[src/rtl/event_cmd_sequencer.sv]
// event_cmd_sequencer: queues game events as pending requests and issues them one at a time as flag/trig commands.
module event_cmd_sequencer #(
  parameter int TIMEOUT = 15,
  parameter int GAP = 2
) (
  input  logic       clk_1mhz,
  input  logic       rst_n,
  input  logic       hit,
  input  logic       miss,
  input  logic       start_btn,
  input  logic       pause_btn,
  input  logic [2:0] state,
  input  logic [1:0] stage,
  input  logic [1:0] lives,
  input  logic [6:0] timer,
  input  logic       timer_running,
  input  logic       done,
  output logic [3:0] flag,
  output logic       trig,
  output logic       busy,
  output logic       drop_err
);
  localparam int WW = $clog2(TIMEOUT + 1);
  localparam int GW = $clog2(GAP + 1);
  typedef enum logic [1:0] {S_IDLE, S_ISSUE, S_WAIT, S_GAP} fsm_t;
  fsm_t fsm;
  logic [8:0] pend, ev, clr, clr_g;
  logic [2:0] score_cnt, score_nx;
  logic [WW-1:0] wcnt;
  logic [GW-1:0] gcnt;
  logic [6:0] prev_timer;
  logic [3:0] code;
  logic in_play, fall, ev_score, req, go, dec, flush, dec_g, flush_g, drop, timeout;
  assign in_play = state == 3'd1;
  assign fall = in_play && timer == 7'd0 && prev_timer != 7'd0;
  assign ev_score = hit && in_play;
  assign ev = {miss && in_play && lives == 2'd1,
               fall && stage == 2'd3,
               fall && stage != 2'd3,
               miss && in_play,
               pause_btn && in_play && timer_running,
               pause_btn && in_play && !timer_running,
               start_btn && (state == 3'd3 || state == 3'd5),
               start_btn && state == 3'd4,
               start_btn && state == 3'd0};
  assign req = |pend || score_cnt != 3'd0;
  always_comb begin
    code = 4'b0000;
    clr = '0;
    dec = 1'b0;
    flush = 1'b0;
    if (pend[8]) begin code = 4'b1101; clr = '1; flush = 1'b1; end
    else if (pend[7]) begin code = 4'b1110; clr[7] = 1'b1; end
    else if (pend[6]) begin code = 4'b1100; clr[6] = 1'b1; end
    else if (pend[5]) begin code = 4'b0010; clr[5] = 1'b1; end
    else if (score_cnt != 3'd0) begin code = 4'b0001; dec = 1'b1; end
    else if (pend[4]) begin code = 4'b0100; clr[4] = 1'b1; end
    else if (pend[3]) begin code = 4'b0101; clr[3] = 1'b1; end
    else if (pend[2]) begin code = 4'b1111; clr[2:0] = 3'b111; flush = 1'b1; end
    else if (pend[1]) begin code = 4'b1000; clr[1] = 1'b1; end
    else if (pend[0]) begin code = 4'b1010; clr[0] = 1'b1; end
  end
  assign go = fsm == S_IDLE && req;
  assign clr_g = go ? clr : '0;
  assign dec_g = go && dec;
  assign flush_g = go && flush;
  assign score_nx = flush_g ? {2'b00, ev_score} :
                    (ev_score && !dec_g && score_cnt != 3'd7) ? score_cnt + 3'd1 :
                    (!ev_score && dec_g) ? score_cnt - 3'd1 : score_cnt;
  assign drop = |(ev & pend & ~clr_g) || (ev_score && score_cnt == 3'd7 && !dec_g && !flush_g);
  assign timeout = fsm == S_WAIT && !done && wcnt == WW'(TIMEOUT - 1);
  always_ff @(posedge clk_1mhz) begin
    if (!rst_n) begin
      fsm <= S_IDLE;
      flag <= 4'b0000;
      trig <= 1'b0;
      busy <= 1'b0;
      drop_err <= 1'b0;
      pend <= '0;
      score_cnt <= 3'd0;
      wcnt <= '0;
      gcnt <= '0;
      prev_timer <= 7'd0;
    end else begin
      prev_timer <= timer;
      pend <= (pend & ~clr_g) | ev;
      score_cnt <= score_nx;
      if (drop || timeout) drop_err <= 1'b1;
      unique case (fsm)
        S_IDLE: if (go) begin
          flag <= code;
          trig <= 1'b1;
          busy <= 1'b1;
          fsm <= S_ISSUE;
        end
        S_ISSUE: begin
          wcnt <= '0;
          fsm <= S_WAIT;
        end
        S_WAIT: if (done || wcnt == WW'(TIMEOUT - 1)) begin
          trig <= 1'b0;
          gcnt <= '0;
          fsm <= S_GAP;
        end else wcnt <= wcnt + WW'(1);
        S_GAP: if (gcnt == GW'(GAP - 1)) begin
          busy <= 1'b0;
          fsm <= S_IDLE;
        end else gcnt <= gcnt + GW'(1);
      endcase
    end
  end
endmodule
[config.mk]
export PLATFORM = sky130hd
export DESIGN_NAME = event_cmd_sequencer
export DESIGN_NICKNAME = d
export VERILOG_FILES = /design/src/rtl/event_cmd_sequencer.sv
export SDC_FILE = /design/constraint.sdc
export NUM_CORES = 1
export LEC_CHECK = 0
export ABC_AREA = 1
export ABC_CLOCK_PERIOD_IN_PS = 2300
export CORE_MARGIN = 2
export CORE_UTILIZATION = 56
export CTS_BUF_LIST = sky130_fd_sc_hd__clkbuf_2 sky130_fd_sc_hd__clkbuf_4 sky130_fd_sc_hd__clkbuf_8
export DETAILED_ROUTE_END_ITERATION = 6
export PLACE_DENSITY = 0.92
export SYNTH_ARGS = -nofsm -noshare
export SYNTH_HDL_FRONTEND = slang
export SYNTH_SLANG_ARGS = --single-unit
[constraint.sdc]
create_clock -name clk_1mhz -period 2.3 [get_ports clk_1mhz]
set_input_delay 0.46 -clock clk_1mhz [delete_from_list [all_inputs] [get_ports clk_1mhz]]
set_output_delay 0.46 -clock clk_1mhz [all_outputs]
set_load 0.03 [all_outputs]
Word-level counts from Yosys, hierarchy flattened
Cells that the tools add are included.

word-level totals
  bits in registers = 34
  bits in latches = 0
  bits in writable memories = 0
  memory bits (read-only) = 0
  input port bits = 22
  output and inout port bits = 7
  memories = 0

operators by class
  add/sub/neg operators = 4
  multiply operators = 0
  div/mod/pow operators = 0
  magnitude comparators = 0
  equal/unequal tests = 19
  shift operators = 0
  mux-type cells = 58
  bitwise logic cells = 6
  reductions and logical operators = 54

operators with widths
  operator              count
  $mux W4               12
  $and A9 B9 Y9         3
  $mux W1               26
  $logic_and A1 B1 Y1   24
  $reduce_or A9 Y1      2
  $mux W2               6
  $reduce_and A3 Y1     4
  $mux W5               2
  $ne A2 B2 Y1 const B  5
  $reduce_bool A2 Y1    5
  $eq A3 B3 Y1 const B  3
  $mux W3               3
  $mux W9               1
  $not A9 Y9            1
  $or A9 B9 Y9          1
  $mux W8               1
  $pmux W2 S4           1
  $pmux W4 S2           1
  $logic_not A7 Y1      1
  $mux W7               1
  $reduce_bool A7 Y1    1
  $eq A2 B1 Y1 const B  3
  $eq A2 B2 Y1 const B  3
  $mux W6               1
  other kinds (19)      30

Logic depth before layout (Yosys ltp)
Gate-level depths: netlist (run 1).

  depth in word-level cells = 16
  gate-level depth with buffers = 14
  gate-level depth less buffers = 14

Worst setup path after synthesis (run 1)
Ideal clock, no wire load.

  kind = register -> register
  start = reg score_cnt[0]
  end = reg score_cnt[2]
  data arrival time = 1.785 ns
  required time = 2.185 ns
  setup slack = 0.400 ns
  stages on the path, launching flop included = 14
  buffers on the path = 0
  clock period less this slack = 1.900 ns
  cells stage by stage = dfxtp_1 -> nor2_1 -> nand2_1 -> nor2_4 -> nand2_4 -> nand2_8 -> nor2_4 -> nand2_2 -> nand3_4 -> fa_1 -> inv_1 -> nand2_1 -> a21oi_1 -> nor2_1

on the way
  longest elaborated chain between the ends = 11

ends and longest elaborated chain
  element                                               RTL line  text
  start, declared                                       28        logic [2:0] score_cnt, score_nx;
  start signal, assigned                                87        score_cnt <= score_nx;
  $reduce_bool A3 Y1                                    46, 56
  $mux W1                                               56        else if (score_cnt != 3'd0) begin code = 4'b0001; dec = 1'b1; end
  $mux W1                                               55        else if (pend[5]) begin code = 4'b0010; clr[5] = 1'b1; end
  $mux W1                                               54        else if (pend[6]) begin code = 4'b1100; clr[6] = 1'b1; end
  $mux W1                                               53        else if (pend[7]) begin code = 4'b1110; clr[7] = 1'b1; end
  $mux W1                                               52        if (pend[8]) begin code = 4'b1101; clr = '1; flush = 1'b1; end
  $logic_and A1 B1 Y1                                   65        assign dec_g = go && dec;
  $logic_not A1 Y1                                      68        (ev_score && !dec_g && score_cnt != 3'd7) ? score_cnt + 3'd1 :
  $logic_and A1 B1 Y1 (2 in series)                     68
  $mux W3 / $reduce_bool A2 Y1 (equally long branches)  n/a

Parallel ways exist; a longest one is shown, timed or not. The select of a mux whose other input is x is not followed.
A chain may end at the register's enable or synchronous reset.

Worst setup path after layout (run 1)
  start = reg pend[7]
  end = reg score_cnt[2]

on the way
  longest elaborated chain between the ends = 8

ends and longest elaborated chain
  element                                               RTL line  text
  start, declared                                       27        logic [8:0] pend, ev, clr, clr_g;
  start signal, assigned                                86        pend <= (pend & ~clr_g) | ev;
  $reduce_or A9 Y1                                      46        assign req = |pend || score_cnt != 3'd0;
  $logic_or A1 B1 Y1                                    46
  $logic_and A1 B1 Y1                                   63        assign go = fsm == S_IDLE && req;
  $logic_and A1 B1 Y1                                   65
  $logic_not A1 Y1                                      68
  $logic_and A1 B1 Y1 (2 in series)                     68
  $mux W3 / $reduce_bool A2 Y1 (equally long branches)  n/a

Parallel ways exist; a longest one is shown, timed or not.

==> impl_metrics.yaml, run 1 <==
setup_path:
  worst_setup_path_start_kind: "flop"
  crit_arrival_ns: 2.38
  cp.required_ns: 2.59
  end_kind: "flop"
  cp_max_fo: 6
  worstSetupPathType: "reg -> reg"
run_status:
  status: "completed"
finish:
  nNetsFinal: 348
  fin_area_sq_um: 2410
  diodes: 0
  final_cells: 365
  drive_gt1_share_pct: 10.34
  syn_to_final_growth_pct: 23.94
  fill_cells: 282
floorplanning:
  fp.dieH_microns: 62.93
  row_count: 21
  initial_core_util_pct: 58.27
  dieArea_sq_um: 3960
  fp.dieW_microns: 62.93
  pin_count: 29
  core_sq_um: 3337
cts:
  cts_buffers: 5
  cts_setup_buffers: 0
  htreeDepth: 2
  ctsResizeCount: 0
  clock_path_buffers: 2
  clock_sinks: 34
  cts_tree: "yes"
  cts-root-buf: "clkbuf_4"
  postCtsHoldBufs: 0
  clock_latency_ns: 0.35
  cts.reportedPaths.clkPinSlew_ns: 0.11
grt:
  grt_overflow: 0
  grt_usage_pct: 25.26
  grt_pass1_vias: 1855
  antenna_found_initial: 0
  grt_pass1_wl_mm: 7.948
  grt_start_max_net_pins: 19
placed_design:
  placedCellCount: 357
  post-place-ws_ns: -0.03991
  place_area_sq_um: 2303
  place_hpwl_mm: 3.351
  gp_congestion: 0.9493
  port_buffers: 28
sta:
  hold_violations: 0
  clock_skew_ns: 0.01241
  fin_crit_sh_pct: 90.85
  setup_viol: 0
  slew_viol_final: 0
  worst_pin_slew_ns: 0.4105
  max_freq_mhz: 478.6
  fin_crit_ns: 2.090
  slew_headroom_pct: 72.35
  rsz0062_at_grt: "no"
  fin_ws_ns: 0.2105
logic_synthesis:
  synth_warnings: 0
  yosys_register_bits: 34
  synth_cell_types: 34
  syn_avg_cell_area_sq_um: 6.919
  synth_fp_nets: 311
  synth.yosys.seq_area_share_pct: 35.01
  syn_inst: 281
  synth_area_sq_um: 1944
route:
  num_vias: 1901
  ant_nets: 0
  finalWirelength_mm: 4.413
  via_per_inst: 5.208
  drc: 0
  drt_iter0_markers: 136
  routedWlPerCell_microns: 12.09
  drt_first_pass_iters: 5
power:
  p_leak_nw: 1.134
  p_sw_mw: 1.021
  power_frac_comb_pct: 46.3
  p_int_mw: 1.474
  peakVddDrop_mv: 0.5283
  p_clk_share_pct: 22.4
  pwr_density_cell_nw_per_um2: 1035
  fin_total_pwr_mw: 2.495
  swShare_pct: 40.93
  p_seq_share_pct: 31.3
job:
  maxCapViolCount: 0
worst_hold_path:
  worstHoldPathType: "reg -> reg"
worst max-delay path, stage by stage (launching register included):
cell,delay (ns)
dfxtp_1,0.37
nor2_2,0.19
nand2_2,0.12
nor2_4,0.12
nand2_4,0.09
nand2_8,0.10
nor2_4,0.05
nand2_2,0.10
nand3_4,0.07
fa_1,0.40
inv_1,0.07
nand2_1,0.06
nand3_1,0.10
nand3_1,0.08
nor2_1,0.11
area by class of cell:
| class | instances | area (sq um) | area share (%) |
|---|---|---|---|
| Sequential cell | 34 | 680.7 | 28.25 |
| Inverter | 48 | 182.7 | 7.580 |
| Clock buffer | 5 | 37.54 | 1.558 |
| Clock inverter | 3 | 68.82 | 2.856 |
| Timing Repair Buffer | 34 | 325.3 | 13.50 |
| Tap cell | 46 | 57.56 | 2.388 |
| Multi-Input combinational cell | 195 | 1057 | 43.87 |
kinds of logic (layout without fill, tap and decap cells):
logic type | count (synthesis) | in the layout | synth area share (%)
and+or+nand+nor | 135 | 135 | 33.08
adders and majority gates | 8 | 8 | 5.534
buffers and inverters | 52 | 90 | 10.62
xor gates and xnor gates | 1 | 1 | 0.4505
DFF | 34 | 34 | 35.01
AOI/OAI and AO/OA | 51 | 51 | 15.32
registers in the layout, indices dropped and copies added (netlist names):
register / flops
busy: 1
prev_timer: 7
fsm: 2
pend: 9
score_cnt: 3
wcnt: 4
flag: 4
gcnt: 2
drop_err: 1
trig: 1
power by group through the flow:
| stage | logic [mW] | clock network [mW] | registers [mW] |
|---|---|---|---|
| 5_1_grt | 1.31 | 0.596 | 0.799 |
| 6_report | 1.16 | 0.558 | 0.781 |
| 2_1_floorplan | 0.795 | 0 | 0.854 |
| 3_3_place_gp | 1.11 | 0 | 0.787 |
| 3_5_place_dp | 1.14 | 0 | 0.794 |
| 4_1_cts | 1.15 | 0.562 | 0.780 |
metrics by stage:
| step | utilization [%] | hold WS (ns) | TNS, ns |
|---|---|---|---|
| 3_3_place_gp | 69.03 | 0.4531 | 0 |
| 5_1_grt | 72.22 | 0.5288 | 0 |
| 4_1_cts | 72.22 | 0.5008 | 0 |
| 3_5_place_dp | 69.03 | 0.4834 | -0.03991 |
| 2_1_floorplan | - | 0.4526 | 0 |
| 6_report | 72.22 | 0.4995 | 0 |
final timing paths:
kind / start / to / slack, ns / cells after the start
worst max-delay path: pend[7] / score_cnt[2] / 0.21 / 14
worst min-delay path: busy / busy / 0.50 / 2
worst max register to register: pend[7] / score_cnt[2] / 0.21 / 14
worst min register to register: busy / busy / 0.50 / 2
cells in the mapped netlist (all sizes together):
cell type	instances	area, sq um
ha	7	87.58
o21bai	1	7.510
nand2	57	255.2
o21a	2	15.01
o211ai	1	12.51
o21ai	17	85.08
and3	2	12.51
nor3	4	20.02
nand4	3	18.77
inv	48	182.7
a21oi	24	123.9
o211a	1	10.01
o221a	1	11.26
a41oi	2	17.52
o31ai	2	15.01
fa	1	20.02
clkbuf	2	7.510
or2	1	6.260
dfxtp	34	680.7
xor2	1	8.760
nor2	42	185.2
nand3b	1	7.510
buf	2	16.26
nand3	25	137.6
cell usage in the layout (no fill, tap or decap), drive strengths merged:
| master | count |
|---|---|
| nand2 | 57 |
| inv | 48 |
| nor2 | 42 |
| dfxtp | 34 |
| clkdlybuf4s50 | 28 |
| nand3 | 25 |
| a21oi | 24 |
| o21ai | 17 |
| ha | 7 |
| buf | 6 |
| clkbuf | 5 |
| nor3 | 4 |
| nand4 | 3 |
| o31ai | 2 |
| and3 | 2 |
| a41oi | 2 |
| o21a | 2 |
| bufinv | 2 |
| nand3b | 1 |
| o211ai | 1 |
| o21bai | 1 |
| or2 | 1 |
| o211a | 1 |
| o221a | 1 |
| xor2 | 1 |
| fa | 1 |
| clkinv | 1 |
routing by layer:
metal  part of all wire (%)  GRT usage [%]  up-vias
met4                    2.6          11.39        0
met5                      0              0        -
met3                    6.1          5.405       17
li1                       -              -      980
met2                     47          41.62       77
met1                     44          31.46      827
Note: power is estimated with default switching activity, not from simulation.
==> inputs of run 2 (changes only) <==
--- a/config.mk
+++ b/config.mk
@@ -7,6 +7,7 @@
 export LEC_CHECK = 0
 export ABC_AREA = 1
 export ABC_CLOCK_PERIOD_IN_PS = 2300
+export CAP_MARGIN = 25
 export CORE_MARGIN = 2
 export CORE_UTILIZATION = 56
 export CTS_BUF_LIST = sky130_fd_sc_hd__clkbuf_2 sky130_fd_sc_hd__clkbuf_4 sky130_fd_sc_hd__clkbuf_8
==> results of run 2 <==
Same layout as run 1: the final DEF is identical, and so are final timing and power.
==> inputs of run 3 (changes only) <==
--- a/config.mk
+++ b/config.mk
@@ -6,7 +6,7 @@
 export NUM_CORES = 1
 export LEC_CHECK = 0
 export ABC_AREA = 1
-export ABC_CLOCK_PERIOD_IN_PS = 2300
+export ABC_CLOCK_PERIOD_IN_PS = 2200
 export CAP_MARGIN = 25
 export CORE_MARGIN = 2
 export CORE_UTILIZATION = 56
==> constraint.sdc (replaced) <==
create_clock -name clk_1mhz -period 2.2 [get_ports clk_1mhz]
set_input_delay 0.44 -clock clk_1mhz [delete_from_list [all_inputs] [get_ports clk_1mhz]]
set_output_delay 0.44 -clock clk_1mhz [all_outputs]
set_load 0.03 [all_outputs]
==> run 3 against run 2 <==
  * First-iteration DRC count fell by 30%
  * Hold slack lost 0.0094 ns
  * Clock-buffer cell count unchanged
  * Via count increased by 1.3%
  * Register-to-register slack got worse by 0.04 ns
  * Cell count is 1.4% higher
  * Critical path depth shrank 1
  * Die area did not move
==> impl_metrics.yaml, run 3 (synthesis gave the netlist of run 1 again) <==
setup_path:
  cp_max_fo: 6
  worstRegToRegCells: 13
  crit_top_cell: "nor2_4"
  cp.required_ns: 2.44
  path_depth: 13
  worst_setup_path_start_kind: "flop"
  cpPeakStageDelay_ns: 0.39
  cp_cell_sequence: "nor2_4 > nand2_2 > nor2_4 > nand2_4 > nand2_8 > nor2_4 > nand2_2 > nand3_4 > fa_1 > inv_1 > nand2_1 > a21oi_1 > nor2_1"
  worstSetupPathType: "reg -> reg"
  cpLargestDelayFamily: "simple AND/OR/NAND/NOR gates"
  cp_slowest_cell: "dfxtp_1"
  end_kind: "flop"
  critical_path_buf_inv_count: 1
  crit_arrival_ns: 2.27
cts:
  postCtsHoldBufs: 0
  ctsResizeCount: 0
  cts-root-buf: "clkbuf_4"
  cts_buffers: 5
  clock_sinks: 34
  clock_path_buffers: 2
  clock_latency_ns: 0.34
  htreeDepth: 2
  cts.reportedPaths.clkPinSlew_ns: 0.11
  cts_tree: "yes"
  cts_setup_buffers: 0
floorplanning:
  fp.dieH_microns: 62.93
  pin_count: 29
  core_sq_um: 3337
  initial_core_util_pct: 58.27
  row_count: 21
  fp.dieW_microns: 62.93
  dieArea_sq_um: 3960
route:
  routedWlPerCell_microns: 11.89
  via_per_inst: 5.203
  ant_nets: 0
  drc: 0
  drt_iter0_markers: 95
  num_vias: 1925
  drt_first_pass_iters: 5
  finalWirelength_mm: 4.399
sta:
  clock_skew_ns: 0.01158
  slew_headroom_pct: 73.99
  hold_violations: 0
  whs_ns: 0.4901
  fin_crit_ns: 2.028
  fin_crit_sh_pct: 92.19
  slew_viol_final: 0
  max_freq_mhz: 493.0
  tns_ns: 0
  worst_pin_slew_ns: 0.3860
  rsz0062_at_grt: "no"
  setup_viol: 0
grt:
  globalRouteMet2Util_pct: 41.62
  grtUsageMet3_pct: 6.667
  grt_pass1_wl_mm: 7.707
  top_usage_layer: "met2"
  grt_overflow: 0
  grt_start_max_net_pins: 19
  grt_pass1_vias: 1862
  grt_usage_pct: 24.63
  antenna_found_initial: 0
  met1_usage_pct: 28.73
finish:
  largest_reg_flops: 9
  syn_to_final_growth_pct: 26.13
  diodes: 0
  fin_util_pct: 73.49
  top_regs: "pend x9, prev_timer x7"
  final_common_cell: "nand2_1"
  fill_cells: 268
  layout_common_cells: "nand2_1 (50), inv_1 (46), nor2_1 (37)"
  drive_gt1_share_pct: 11.73
  regMostFlops: "pend"
  final_cells: 370
  nNetsFinal: 353
worst_hold_path:
  min_path_cells: 2
  worstHoldPathType: "reg -> reg"
placed_design:
  gp_congestion: 0.9439
  port_buffers: 28
  place_hpwl_mm: 3.372
  placedCellCount: 362
job:
  maxCapViolCount: 0
power:
  peakVddDrop_mv: 0.4863
  pwr_density_cell_nw_per_um2: 1068
  fin_total_pwr_mw: 2.618
  p_leak_nw: 1.161
run_status:
  status: "completed"
==> run 3: per-stage QoR <==
step                setup WS (ns)  cell area (sq um)
floorplan                  0.2996               1944
global placement          0.03434               2341
detailed placement       -0.03792               2341
CTS                        0.1524               2447
global route              0.01454               2452
finish                     0.1718               2452
==> run 3: per-layer routing <==
layer / up-vias / wire (microns)
met1: 875 / 1940
met2: 52 / 2177
met3: 9 / 196
li1: 989 / -
met5: - / 0
met4: 0 / 85
==> run 3: power breakdown <==
part           total, mW  internal (mW)  switching, mW
logic               1.23          0.475          0.750
clock network      0.578          0.355          0.223
registers          0.815          0.727         0.0879
==> run 3: tightest hold or removal path, delay by kind of cell (launching register included) <==
kind	cells	cell delay (ns)
AO/OA/AOI/OAI	1	0.06
flip-flops	1	0.33
AND/OR/NAND/NOR	1	0.06
==> run 3: final cells by class <==
type	instances	area, sq um	area share, %
multi-input cells	195	1062	43.32
inverters	48	182.7	7.449
clock buffers	5	37.54	1.531
clock inverters	3	68.82	2.806
flip-flops and latches	34	680.7	27.76
well taps	46	57.56	2.347
repair buffers	39	362.8	14.80
==> run 3: final timing paths <==
| kind | slack (ns) | start | endpoint |
|---|---|---|---|
| worst max-delay path | 0.17 | pend[7] | score_cnt[2] |
| worst min-delay path | 0.49 | flag[1] | flag[1] |
| worst max register to register | 0.17 | pend[7] | score_cnt[2] |
| worst min register to register | 0.49 | flag[1] | flag[1] |
